File: config.mk
export PLATFORM = sky130hd
export DESIGN_NAME = fp_issue_queue_flat
export DESIGN_NICKNAME = d
export VERILOG_FILES = /design/src/rtl/fp_issue_queue_if.sv /design/src/rtl/fp_issue_queue.sv /design/src/flat_wrapper.sv
export SDC_FILE = /design/constraint.sdc
export NUM_CORES = 2
export LEC_CHECK = 0
export BUFFER_PORTS_ARGS = -buffer_cell sky130_fd_sc_hd__buf_2
export CAP_MARGIN = 20
export CORE_AREA = 2 2 280 559
export DETAILED_ROUTE_END_ITERATION = 10
export DIE_AREA = 0 0 282 561
export HOLD_SLACK_MARGIN = 0.02
export PLACE_DENSITY_LB_ADDON = 0.3
export SLEW_MARGIN = 10
export SYNTH_ARGS = -nofsm -noshare
export SYNTH_HDL_FRONTEND = slang
export SYNTH_SLANG_ARGS = --single-unit
File: constraint.sdc
create_clock -name i_clk -period 7.6 [get_ports i_clk]
set_clock_uncertainty 0.2 [all_clocks]
set_input_delay 0.38 -clock i_clk [delete_from_list [all_inputs] [get_ports i_clk]]
set_output_delay 0.38 -clock i_clk [all_outputs]
set_load 0.02 [all_outputs]
File: src/rtl/fp_issue_queue_if.sv
// Dispatch, writeback-snoop, flush and issue signals of the FP issue queue.
// The queue uses the slave modport; the producer/consumer side uses master.
interface fp_issue_queue_if #(
    parameter int DEPTH = 8,
    parameter int MOP_W = 8,
    parameter int AW    = 32,
    parameter int RAW   = 5,
    parameter int DW    = 64
);
    logic                     InValid;
    logic                     InReady;
    logic [MOP_W-1:0]         InMicOp;
    logic [AW-1:0]            InInstAddr;
    logic                     InPredict;
    logic [31:0]              InJumpOffset;
    logic [RAW-1:0]           InRdAddr;
    logic [RAW-1:0]           InSrc1Addr;
    logic [RAW-1:0]           InSrc2Addr;
    logic                     InSrc1Rdy;
    logic                     InSrc2Rdy;
    logic [DW-1:0]            InSrc1Data;
    logic [DW-1:0]            InSrc2Data;
    logic                     WbValid;
    logic [RAW-1:0]           WbAddr;
    logic [DW-1:0]            WbData;
    logic                     Flush;
    logic                     IssValid;
    logic [MOP_W-1:0]         IssMicOp;
    logic [AW-1:0]            IssInstAddr;
    logic                     IssPredict;
    logic [31:0]              IssJumpOffset;
    logic [RAW-1:0]           IssRdAddr;
    logic [DW-1:0]            IssSrc1Data;
    logic [DW-1:0]            IssSrc2Data;
    logic [$clog2(DEPTH):0]   Count;

    modport slave (
        input  InValid, InMicOp, InInstAddr, InPredict, InJumpOffset, InRdAddr,
               InSrc1Addr, InSrc2Addr, InSrc1Rdy, InSrc2Rdy, InSrc1Data, InSrc2Data,
               WbValid, WbAddr, WbData, Flush,
        output InReady, IssValid, IssMicOp, IssInstAddr, IssPredict, IssJumpOffset,
               IssRdAddr, IssSrc1Data, IssSrc2Data, Count
    );

    modport master (
        output InValid, InMicOp, InInstAddr, InPredict, InJumpOffset, InRdAddr,
               InSrc1Addr, InSrc2Addr, InSrc1Rdy, InSrc2Rdy, InSrc1Data, InSrc2Data,
               WbValid, WbAddr, WbData, Flush,
        input  InReady, IssValid, IssMicOp, IssInstAddr, IssPredict, IssJumpOffset,
               IssRdAddr, IssSrc1Data, IssSrc2Data, Count
    );
endinterface

File: src/rtl/fp_issue_queue.sv
// In-order FP issue queue: holds dispatched ops with operand data, snoops the
// FALU writeback bus for pending sources, and issues the head once it is ready.
module fp_issue_queue #(
    parameter int DEPTH = 8,
    parameter int MOP_W = 8,
    parameter int AW    = 32,
    parameter int RAW   = 5,
    parameter int DW    = 64
) (
    input  logic               i_clk,
    input  logic               i_rst,
    fp_issue_queue_if.slave    bus
);
    localparam int PW = $clog2(DEPTH);
    localparam int CW = PW + 1;

    logic [DEPTH-1:0] r_vld, r_s1r, r_s2r;
    logic [MOP_W-1:0] r_mop [DEPTH];
    logic [AW-1:0]    r_pc  [DEPTH];
    logic             r_pred[DEPTH];
    logic [31:0]      r_off [DEPTH];
    logic [RAW-1:0]   r_rd  [DEPTH];
    logic [RAW-1:0]   r_s1a [DEPTH];
    logic [RAW-1:0]   r_s2a [DEPTH];
    logic [DW-1:0]    r_s1d [DEPTH];
    logic [DW-1:0]    r_s2d [DEPTH];

    logic [PW-1:0]    r_head, r_tail;
    logic [CW-1:0]    r_cnt;

    logic             r_iss_vld;
    logic [MOP_W-1:0] r_iss_mop;
    logic [AW-1:0]    r_iss_pc;
    logic             r_iss_pred;
    logic [31:0]      r_iss_off;
    logic [RAW-1:0]   r_iss_rd;
    logic [DW-1:0]    r_iss_s1d, r_iss_s2d;

    logic             w_enq, w_iss, w_in1_rdy, w_in2_rdy;
    logic [DEPTH-1:0] w_wake1, w_wake2;

    assign bus.InReady = (r_cnt < CW'(DEPTH));
    assign w_enq       = bus.InValid & bus.InReady;
    // Head readiness uses registered bits only; a wakeup lands one cycle later.
    assign w_iss       = r_vld[r_head] & r_s1r[r_head] & r_s2r[r_head];
    assign w_in1_rdy   = bus.InSrc1Rdy | (bus.WbValid & (bus.WbAddr == bus.InSrc1Addr));
    assign w_in2_rdy   = bus.InSrc2Rdy | (bus.WbValid & (bus.WbAddr == bus.InSrc2Addr));

    always_comb begin
        w_wake1 = '0;
        w_wake2 = '0;
        for (int i = 0; i < DEPTH; i++) begin
            w_wake1[i] = r_vld[i] & ~r_s1r[i] & bus.WbValid & (r_s1a[i] == bus.WbAddr);
            w_wake2[i] = r_vld[i] & ~r_s2r[i] & bus.WbValid & (r_s2a[i] == bus.WbAddr);
        end
    end

    always_ff @(posedge i_clk or posedge i_rst) begin
        if (i_rst) begin
            r_vld      <= '0;
            r_s1r      <= '0;
            r_s2r      <= '0;
            r_head     <= '0;
            r_tail     <= '0;
            r_cnt      <= '0;
            r_iss_vld  <= 1'b0;
            r_iss_mop  <= '0;
            r_iss_pc   <= '0;
            r_iss_pred <= 1'b0;
            r_iss_off  <= '0;
            r_iss_rd   <= '0;
            r_iss_s1d  <= '0;
            r_iss_s2d  <= '0;
        end else if (bus.Flush) begin
            r_vld     <= '0;
            r_head    <= '0;
            r_tail    <= '0;
            r_cnt     <= '0;
            r_iss_vld <= 1'b0;
        end else begin
            r_iss_vld <= w_iss;
            r_s1r     <= r_s1r | w_wake1;
            r_s2r     <= r_s2r | w_wake2;
            if (w_iss) begin
                r_vld[r_head] <= 1'b0;
                r_iss_mop     <= r_mop[r_head];
                r_iss_pc      <= r_pc[r_head];
                r_iss_pred    <= r_pred[r_head];
                r_iss_off     <= r_off[r_head];
                r_iss_rd      <= r_rd[r_head];
                r_iss_s1d     <= r_s1d[r_head];
                r_iss_s2d     <= r_s2d[r_head];
                r_head        <= r_head + 1'b1;
            end
            // The tail slot is never valid while not full, so these writes cannot collide with issue.
            if (w_enq) begin
                r_vld[r_tail] <= 1'b1;
                r_s1r[r_tail] <= w_in1_rdy;
                r_s2r[r_tail] <= w_in2_rdy;
                r_tail        <= r_tail + 1'b1;
            end
            r_cnt <= r_cnt + CW'(w_enq) - CW'(w_iss);
        end
    end

    always_ff @(posedge i_clk) begin
        for (int i = 0; i < DEPTH; i++) begin
            if (w_wake1[i]) r_s1d[i] <= bus.WbData;
            if (w_wake2[i]) r_s2d[i] <= bus.WbData;
        end
        if (w_enq) begin
            r_mop[r_tail]  <= bus.InMicOp;
            r_pc[r_tail]   <= bus.InInstAddr;
            r_pred[r_tail] <= bus.InPredict;
            r_off[r_tail]  <= bus.InJumpOffset;
            r_rd[r_tail]   <= bus.InRdAddr;
            r_s1a[r_tail]  <= bus.InSrc1Addr;
            r_s2a[r_tail]  <= bus.InSrc2Addr;
            r_s1d[r_tail]  <= bus.InSrc1Rdy ? bus.InSrc1Data : bus.WbData;
            r_s2d[r_tail]  <= bus.InSrc2Rdy ? bus.InSrc2Data : bus.WbData;
        end
    end

    assign bus.IssValid      = r_iss_vld;
    assign bus.IssMicOp      = r_iss_mop;
    assign bus.IssInstAddr   = r_iss_pc;
    assign bus.IssPredict    = r_iss_pred;
    assign bus.IssJumpOffset = r_iss_off;
    assign bus.IssRdAddr     = r_iss_rd;
    assign bus.IssSrc1Data   = r_iss_s1d;
    assign bus.IssSrc2Data   = r_iss_s2d;
    assign bus.Count         = r_cnt;
endmodule

File: src/flat_wrapper.sv
// flat-port wrapper written by rule: the top's interface ports become plain ports
module fp_issue_queue_flat 
#(
    parameter int DEPTH = 8,
    parameter int MOP_W = 8,
    parameter int AW    = 32,
    parameter int RAW   = 5,
    parameter int DW    = 64
)
  (i_clk, i_rst, bus_InValid, bus_InMicOp, bus_InInstAddr, bus_InPredict, bus_InJumpOffset, bus_InRdAddr, bus_InSrc1Addr, bus_InSrc2Addr, bus_InSrc1Rdy, bus_InSrc2Rdy, bus_InSrc1Data, bus_InSrc2Data, bus_WbValid, bus_WbAddr, bus_WbData, bus_Flush, bus_InReady, bus_IssValid, bus_IssMicOp, bus_IssInstAddr, bus_IssPredict, bus_IssJumpOffset, bus_IssRdAddr, bus_IssSrc1Data, bus_IssSrc2Data, bus_Count);
  fp_issue_queue_if #(.DEPTH(DEPTH), .MOP_W(MOP_W), .AW(AW), .RAW(RAW), .DW(DW)) bus_i ();
  input  logic i_clk;
  input  logic i_rst;
  input wire logic [$bits(bus_i.InValid)-1:0] bus_InValid;
  input wire logic [$bits(bus_i.InMicOp)-1:0] bus_InMicOp;
  input wire logic [$bits(bus_i.InInstAddr)-1:0] bus_InInstAddr;
  input wire logic [$bits(bus_i.InPredict)-1:0] bus_InPredict;
  input wire logic [$bits(bus_i.InJumpOffset)-1:0] bus_InJumpOffset;
  input wire logic [$bits(bus_i.InRdAddr)-1:0] bus_InRdAddr;
  input wire logic [$bits(bus_i.InSrc1Addr)-1:0] bus_InSrc1Addr;
  input wire logic [$bits(bus_i.InSrc2Addr)-1:0] bus_InSrc2Addr;
  input wire logic [$bits(bus_i.InSrc1Rdy)-1:0] bus_InSrc1Rdy;
  input wire logic [$bits(bus_i.InSrc2Rdy)-1:0] bus_InSrc2Rdy;
  input wire logic [$bits(bus_i.InSrc1Data)-1:0] bus_InSrc1Data;
  input wire logic [$bits(bus_i.InSrc2Data)-1:0] bus_InSrc2Data;
  input wire logic [$bits(bus_i.WbValid)-1:0] bus_WbValid;
  input wire logic [$bits(bus_i.WbAddr)-1:0] bus_WbAddr;
  input wire logic [$bits(bus_i.WbData)-1:0] bus_WbData;
  input wire logic [$bits(bus_i.Flush)-1:0] bus_Flush;
  output wire logic [$bits(bus_i.InReady)-1:0] bus_InReady;
  output wire logic [$bits(bus_i.IssValid)-1:0] bus_IssValid;
  output wire logic [$bits(bus_i.IssMicOp)-1:0] bus_IssMicOp;
  output wire logic [$bits(bus_i.IssInstAddr)-1:0] bus_IssInstAddr;
  output wire logic [$bits(bus_i.IssPredict)-1:0] bus_IssPredict;
  output wire logic [$bits(bus_i.IssJumpOffset)-1:0] bus_IssJumpOffset;
  output wire logic [$bits(bus_i.IssRdAddr)-1:0] bus_IssRdAddr;
  output wire logic [$bits(bus_i.IssSrc1Data)-1:0] bus_IssSrc1Data;
  output wire logic [$bits(bus_i.IssSrc2Data)-1:0] bus_IssSrc2Data;
  output wire logic [$bits(bus_i.Count)-1:0] bus_Count;
  assign bus_i.InValid = bus_InValid;
  assign bus_i.InMicOp = bus_InMicOp;
  assign bus_i.InInstAddr = bus_InInstAddr;
  assign bus_i.InPredict = bus_InPredict;
  assign bus_i.InJumpOffset = bus_InJumpOffset;
  assign bus_i.InRdAddr = bus_InRdAddr;
  assign bus_i.InSrc1Addr = bus_InSrc1Addr;
  assign bus_i.InSrc2Addr = bus_InSrc2Addr;
  assign bus_i.InSrc1Rdy = bus_InSrc1Rdy;
  assign bus_i.InSrc2Rdy = bus_InSrc2Rdy;
  assign bus_i.InSrc1Data = bus_InSrc1Data;
  assign bus_i.InSrc2Data = bus_InSrc2Data;
  assign bus_i.WbValid = bus_WbValid;
  assign bus_i.WbAddr = bus_WbAddr;
  assign bus_i.WbData = bus_WbData;
  assign bus_i.Flush = bus_Flush;
  assign bus_InReady = bus_i.InReady;
  assign bus_IssValid = bus_i.IssValid;
  assign bus_IssMicOp = bus_i.IssMicOp;
  assign bus_IssInstAddr = bus_i.IssInstAddr;
  assign bus_IssPredict = bus_i.IssPredict;
  assign bus_IssJumpOffset = bus_i.IssJumpOffset;
  assign bus_IssRdAddr = bus_i.IssRdAddr;
  assign bus_IssSrc1Data = bus_i.IssSrc1Data;
  assign bus_IssSrc2Data = bus_i.IssSrc2Data;
  assign bus_Count = bus_i.Count;
  fp_issue_queue #(.DEPTH(DEPTH), .MOP_W(MOP_W), .AW(AW), .RAW(RAW), .DW(DW)) u_core (.i_clk(i_clk), .i_rst(i_rst), .bus(bus_i));
endmodule
# After elaboration in Yosys (flattened, before gate mapping)
# Memories as Yosys holds them, arrays and structs flattened. A register that Yosys moved wholly into a read port is not among the register bits.
# Index checks and enable logic that the tools add are counted.
# op_classes
addsub	4
order_cmp	5
n_eq_ne	18
n_mux	60
n_bitwise	77
reduce_logical	5
# op_table
cell	n
$mux 64	2
$eq 5x5->1	18
$and 1x1->1	53
$mux 8	6
$mux 1	40
$or 8x8->8	3
$not 1->1	17
$bwmux 8	2
$mux 3	4
$bmux 1 s3	3
$and 8x8->8	1
$lt 3x4->1 const B	2
$not 8->8	1
$add 3x1->3 const B	2
$demux 1 s3	2
$ge 3x1->1 const B	2
$add 4x1->4	1
$lt 4x4->1 const B	1
$mux 4	1
$reduce_bool 2->1	2
$sub 4x1->4	1
$logic_and 1x1->1	2
$or 1x1->1	2
$reduce_and 2->1	1
# word_totals
ff_bits	35
ram_bits	1728
inputBits	292
output_inout_bits	212
n_memories	9
# memory_table
name	words	word_bits	read_ports	rd_clocked_by_memory_dff	wr	line_no	text
u_core.r_s1d	8	64	1	1	9	fp_issue_queue.sv:25	logic [DW-1:0] r_s1d [DEPTH];
u_core.r_s2d	8	64	1	1	9	fp_issue_queue.sv:26	logic [DW-1:0] r_s2d [DEPTH];
u_core.r_off	8	32	1	1	1	fp_issue_queue.sv:21	logic [31:0] r_off [DEPTH];
u_core.r_pc	8	32	1	1	1	fp_issue_queue.sv:19	logic [AW-1:0] r_pc [DEPTH];
u_core.r_mop	8	8	1	1	1	fp_issue_queue.sv:18	logic [MOP_W-1:0] r_mop [DEPTH];
u_core.r_rd	8	5	1	1	1	fp_issue_queue.sv:22	logic [RAW-1:0] r_rd [DEPTH];
+3 memories	--	--	--	--	--	--	

# Depth between registers and ports, before layout
# depth
word_depth	11
mapped_depth	13

# Least setup slack after synthesis
# OpenSTA, ideal clock, no wires.
# synth_path
path_kind	input -> register
startpoint	in bus_WbAddr[1]
endpoint	reg u_core.r_s1r[1]
setup_ns	0.096
arrival_time_ns	8.538
t_required_ns	7.304
slack_ns	-1.234
path_stages	7
n_path_buf	2
cell_sequence	clkbuf_1 > buf_2 > xnor2_1 > nand4_1 > o41ai_1 > a21oi_1 > nor2_1
# synth_between
elab_chain_cells	5
# synth_lines
item	line_no	text
start, declared	flat_wrapper.sv:27	input wire logic [$bits(bus_i.WbAddr)-1:0] bus_WbAddr;
$eq 5x5->1 (on tied branches)	fp_issue_queue.sv:53, fp_issue_queue.sv:46	
$and 1x1->1 (on tied branches)	fp_issue_queue.sv:53, fp_issue_queue.sv:46	
$or 8x8->8 / $or 1x1->1 (equally long branches)	fp_issue_queue.sv:82, fp_issue_queue.sv:46	
$bwmux 8	fp_issue_queue.sv:98	r_s1r[r_tail] <= w_in1_rdy;
$mux 8 *	fp_issue_queue.sv:96	if (w_enq) begin
end signal, assigned	fp_issue_queue.sv:82	r_s1r <= r_s1r | w_wake1;
end signal, assigned by index	fp_issue_queue.sv:98	
end, declared	fp_issue_queue.sv:17	logic [DEPTH-1:0] r_vld, r_s1r, r_s2r;
# Every way passes the cells marked *; elsewhere a longest branch is shown, timed or not.
# A chain may end at the register's enable or synchronous reset.

# Worst setup path in the final report
# layout_path
startpoint	reg u_core.r_head[1]
endpoint	reg u_core.r_iss_s1d[2], in the netlist u_core.bus.IssSrc1Data[2], read port of u_core.r_s1d
# layout_between
elab_chain_cells	5
# layout_lines
item	line_no	text
start, declared	fp_issue_queue.sv:28	logic [PW-1:0] r_head, r_tail;
start signal, assigned	fp_issue_queue.sv:93	r_head <= r_head + 1'b1;
$bmux 1 s3	fp_issue_queue.sv:45	assign w_iss = r_vld[r_head] & r_s1r[r_head] & r_s2r[r_head];
$mux 1 (not written as such)	fp_issue_queue.sv:45	
$and 1x1->1 (2 in series)	fp_issue_queue.sv:45	
$reduce_and 2->1 (no source line)	--	
end, declared	fp_issue_queue.sv:37	logic [DW-1:0] r_iss_s1d, r_iss_s2d;
# Parallel ways exist; a longest one is shown, timed or not. The select of a mux whose other input is x is not followed.

==> results.sh <==
export IMPL_r2r_start="u_core.r_head[1]$_DFFE_PP0P_"
export IMPL_vias_per_cell=6.713
export IMPL_dp_hpwl_um=144400
export IMPL_cp_cell_sequence="buf_12 > nor2b_4 > buf_4 > a21oi_1 > o221ai_1 > mux2_2"
export IMPL_wl_per_cell_um=30.49
export IMPL_drtPass1Iterations=9
export IMPL_ios=504
export IMPL_yosysWarnings=0
export IMPL_ir_drop_mv=0.2232
export IMPL_rrSetupSlack_ns=3.01
export IMPL_die_w_um=282
export IMPL_hold_violations=0
export IMPL_critPathKind="register to register"
export IMPL_clkTransAtPathRegs_ns=0.07
export IMPL_holdWs_ns=0.07643
export IMPL_worstMarginPinSlew_ns=1.175
export IMPL_wl_um=266500
export IMPL_drive_gt1_share_pct=19.81
export IMPL_root_buffer="clkbuf_16"
export IMPL_synthArstFlopShare_pct=12.24
export IMPL_grt_overflow=0
export IMPL_synth_ff_type="edfxtp_1"
export IMPL_cts_buffer_depth=4
export IMPL_synth_cell_types=62
export IMPL_synth_edf_count=1728
export IMPL_antenna_found_initial=40
export IMPL_cellLeakagePower_nw=34.15
export IMPL_setup_violations=0
export IMPL_synth_seq_area_share_pct=68.64
export IMPL_outcome="completed"
export IMPL_design_area_mm2=0.09771
export IMPL_utilization_pct=63.48
export IMPL_area_delta_synth_final_pct=15.79
export IMPL_crit_path_max_fanout=90
export IMPL_cts_buffers=174
export IMPL_slowest_stage="dfrtp_4"
export IMPL_htreeDepth=4
export IMPL_synthesis_area_mm2=0.08438
export IMPL_syn_nets=6214
export IMPL_powerDensity_mw_per_mm2=296.5
export IMPL_endpoint_kind="register"
export IMPL_r2r_cells=6
export IMPL_rows=204
export IMPL_nets=6826
export IMPL_cts_tree="built"
export IMPL_die_y_um=561
export IMPL_tns_ns=0
export IMPL_cp_arrival_ns=5.14
export IMPL_finalPower_mw=28.97
export IMPL_fmax_ghz=0.2178
export IMPL_ys_ff_latch=1969
export IMPL_min_from="bus_InSrc2Data[48]"
export IMPL_max_stage_delay_ns=1.14
export IMPL_grt_first_pass_wirelength_um=384000
export IMPL_die_area_mm2=0.1582
export IMPL_cts_setup_buffers=0
export IMPL_drc=0
export IMPL_cts_num_sinks=1969
export IMPL_rr_endpoint="u_core.bus.IssSrc1Data[2]$_DFFE_PP0P_"
export IMPL_worstHoldPathType="input pin to register"
export IMPL_syn_area_per_cell_um2=14.27
export IMPL_rsz0062_at_grt="false"
export IMPL_worstSetupStartpointType="register"
export IMPL_drt_iter0_drc=8644
export IMPL_io_buffers=503
export IMPL_grt_pass1_vias=58260
export IMPL_postSynthCellCount=5915
export IMPL_vias=58680
export IMPL_hold_depth=3
export IMPL_grt_total_usage_pct=33.32
export IMPL_relSlewSlack_pct=21.67
export IMPL_fin_crit_ns=4.592
export IMPL_cap_violations=0
export IMPL_start_util_pct=54.83
export IMPL_holdPathEnd="u_core.r_s2d[7][48]$_DFFE_PP_"
export IMPL_ant_nets=0
export IMPL_slew_viol_final=0
export IMPL_placed_area_mm2=0.08872
export IMPL_critical_path_required_ns=8.15
export IMPL_fin_crit_sh_pct=60.42
export IMPL_insertion_delay_ns=0.84
export IMPL_place_congestion=0.8767
export IMPL_core_area_mm2=0.1539
export IMPL_grt_max_degree=152
[logic make-up (layout without fill, tap and decap cells)]
| family | Yosys count | count (layout) | synth area share, % |
|---|---|---|---|
| buffers and inverters | 542 | 1289 | 2.703 |
| other | 0 | 19 | 0 |
| multiplexers | 722 | 722 | 11.71 |
| AO/OA/AOI/OAI | 1606 | 1606 | 11.26 |
| AND/OR/NAND/NOR | 974 | 974 | 4.588 |
| adder cells (fa/ha/maj) | 7 | 7 | 0.1127 |
| XOR/XNOR | 95 | 95 | 0.9860 |
| flip-flops | 1969 | 1969 | 68.64 |
[area by class of cell]
| class | instances | area, um2 |
|---|---|---|
| inverters | 50 | 262.8 |
| well taps | 2060 | 2577 |
| clock buffers | 235 | 4796 |
| clock inverters | 76 | 810.8 |
| flip-flops and latches | 1969 | 57930 |
| multi-input cells | 3404 | 24570 |
| fillers | 11100 | 56200 |
| diodes | 19 | 47.55 |
| repair buffers | 928 | 6719 |
[repair_timing]
item / in CTS / in global routing
hold buffers: 331 / 0
endpoints found under the hold margin: 1799 / 0
gates resized for setup: 0 / 0
[placed cells by master, fill, tap and decap left out, types with 10 or more instances in the layout]
cell / n
mux2_4: 98
a21o_1: 11
o22ai_1: 57
a22oi_1: 84
mux4_2: 157
a21oi_1: 1119
clkbuf_1: 42
clkinv_1: 18
nor2_1: 613
mux2_2: 162
inv_8: 10
buf_2: 501
dlygate4sd3_1: 331
o21ai_0: 37
o2bb2ai_1: 15
o41ai_4: 16
buf_12: 12
inv_1: 38
clkbuf_16: 176
mux2i_1: 305
clkinv_2: 32
xnor2_1: 69
xor2_1: 26
a221oi_1: 135
o221ai_1: 33
diode_2: 19
nand4_1: 21
edfxtp_1: 1728
dfrtp_1: 238
a222oi_1: 28
a22o_1: 25
clkbuf_8: 17
bufinv_16: 16
o22a_1: 18
buf_4: 82
nand2_1: 282
[sequential cells by signal (all words and copies together), names as in the netlist, 3 cells and up]
register,flops
u_core.r_s1d,512
u_core.r_pc,256
u_core.bus.Count,4
u_core.r_rd,40
u_core.r_mop,64
u_core.r_s1r,8
u_core.r_s2a,40
u_core.bus.IssSrc1Data,64
u_core.r_s1a,40
u_core.r_vld,8
u_core.bus.IssSrc2Data,64
u_core.bus.IssRdAddr,5
u_core.r_tail,3
u_core.r_s2r,8
u_core.bus.IssInstAddr,32
u_core.bus.IssJumpOffset,32
u_core.r_off,256
u_core.bus.IssMicOp,8
u_core.r_s2d,512
u_core.r_pred,8
u_core.r_head,3
[cells in the mapped netlist, types with 28 or more instances]
cell,instances,area [um2]
clkbuf_1,335,1257
mux2i_1,305,3053
edfxtp_1,1728,51890
o221ai_1,33,289.0
buf_2,86,430.4
a222oi_1,28,280.3
nand2_1,283,1062
a21oi_1,1119,5600
a221oi_1,135,1182
o21ai_0,37,185.2
a22oi_1,84,630.6
xnor2_1,69,604.3
mux2_2,162,1824
inv_1,44,165.2
nor2_1,616,2312
mux4_2,157,3536
dfrtp_1,241,6031
o22ai_1,57,356.6
mux2_4,98,1471
buf_1,46,172.7
[critical path: cells and delay by family (launching register included)]
family | cells | cell delay (ns)
AO/OA/AOI/OAI | 2 | 0.50
AND/OR/NAND/NOR | 1 | 0.88
multiplexers | 1 | 0.22
buffers and inverters | 2 | 1.43
flip-flops | 1 | 1.14
[through the flow]
| step | instances | setup slack [ns] |
|---|---|---|
| after floorplan | 5915 | 0.4035 |
| after CTS | 8721 | 3.095 |
| final | 8741 | 3.008 |
| after detailed placement | 8079 | 3.098 |
| after global placement | 8078 | 3.180 |
| after global routing | 8732 | 2.879 |
[per-layer routing]
| layer | global-route usage, % | vias up | part of all wire (%) | routed length [um] |
|---|---|---|---|---|
| li1 | - | 23990 | - | - |
| met1 | 44.29 | 29070 | 35 | 92630 |
| met2 | 52.11 | 4716 | 46 | 123000 |
| met3 | 8.486 | 848 | 14 | 37940 |
| met4 | 14.49 | 50 | 4.7 | 12650 |
| met5 | 0 | - | 0.12 | 331 |
[power by group]
group          total, mW  switching [mW]  leakage, nW  internal (mW)
combinational       6.26            3.94         12.8           2.32
clock               8.94            3.95         2.76           4.98
sequential          13.8           0.740         18.6           13.0
[worst max path at each step]
stage	startpoint	endpoint	slack, ns	cells after the start
floorplan	i_rst	u_core.bus.Count[0]$_DFF_PP0_	0.40	1
detailed placement	u_core.r_head[1]$_DFFE_PP0P_	u_core.bus.IssInstAddr[29]$_DFFE_PP0P_	3.10	6
global route	u_core.bus.Count[3]$_DFF_PP0_	u_core.r_s2d[6][39]$_DFFE_PP_	2.88	7
CTS	u_core.bus.Count[3]$_DFF_PP0_	u_core.r_s2d[6][39]$_DFFE_PP_	3.10	6
global placement	u_core.r_head[1]$_DFFE_PP0P_	u_core.bus.IssInstAddr[29]$_DFFE_PP0P_	3.18	6
finish	u_core.r_head[1]$_DFFE_PP0P_	u_core.bus.IssSrc1Data[2]$_DFFE_PP0P_	3.01	6
Note: power is estimated with default switching activity, not from simulation.
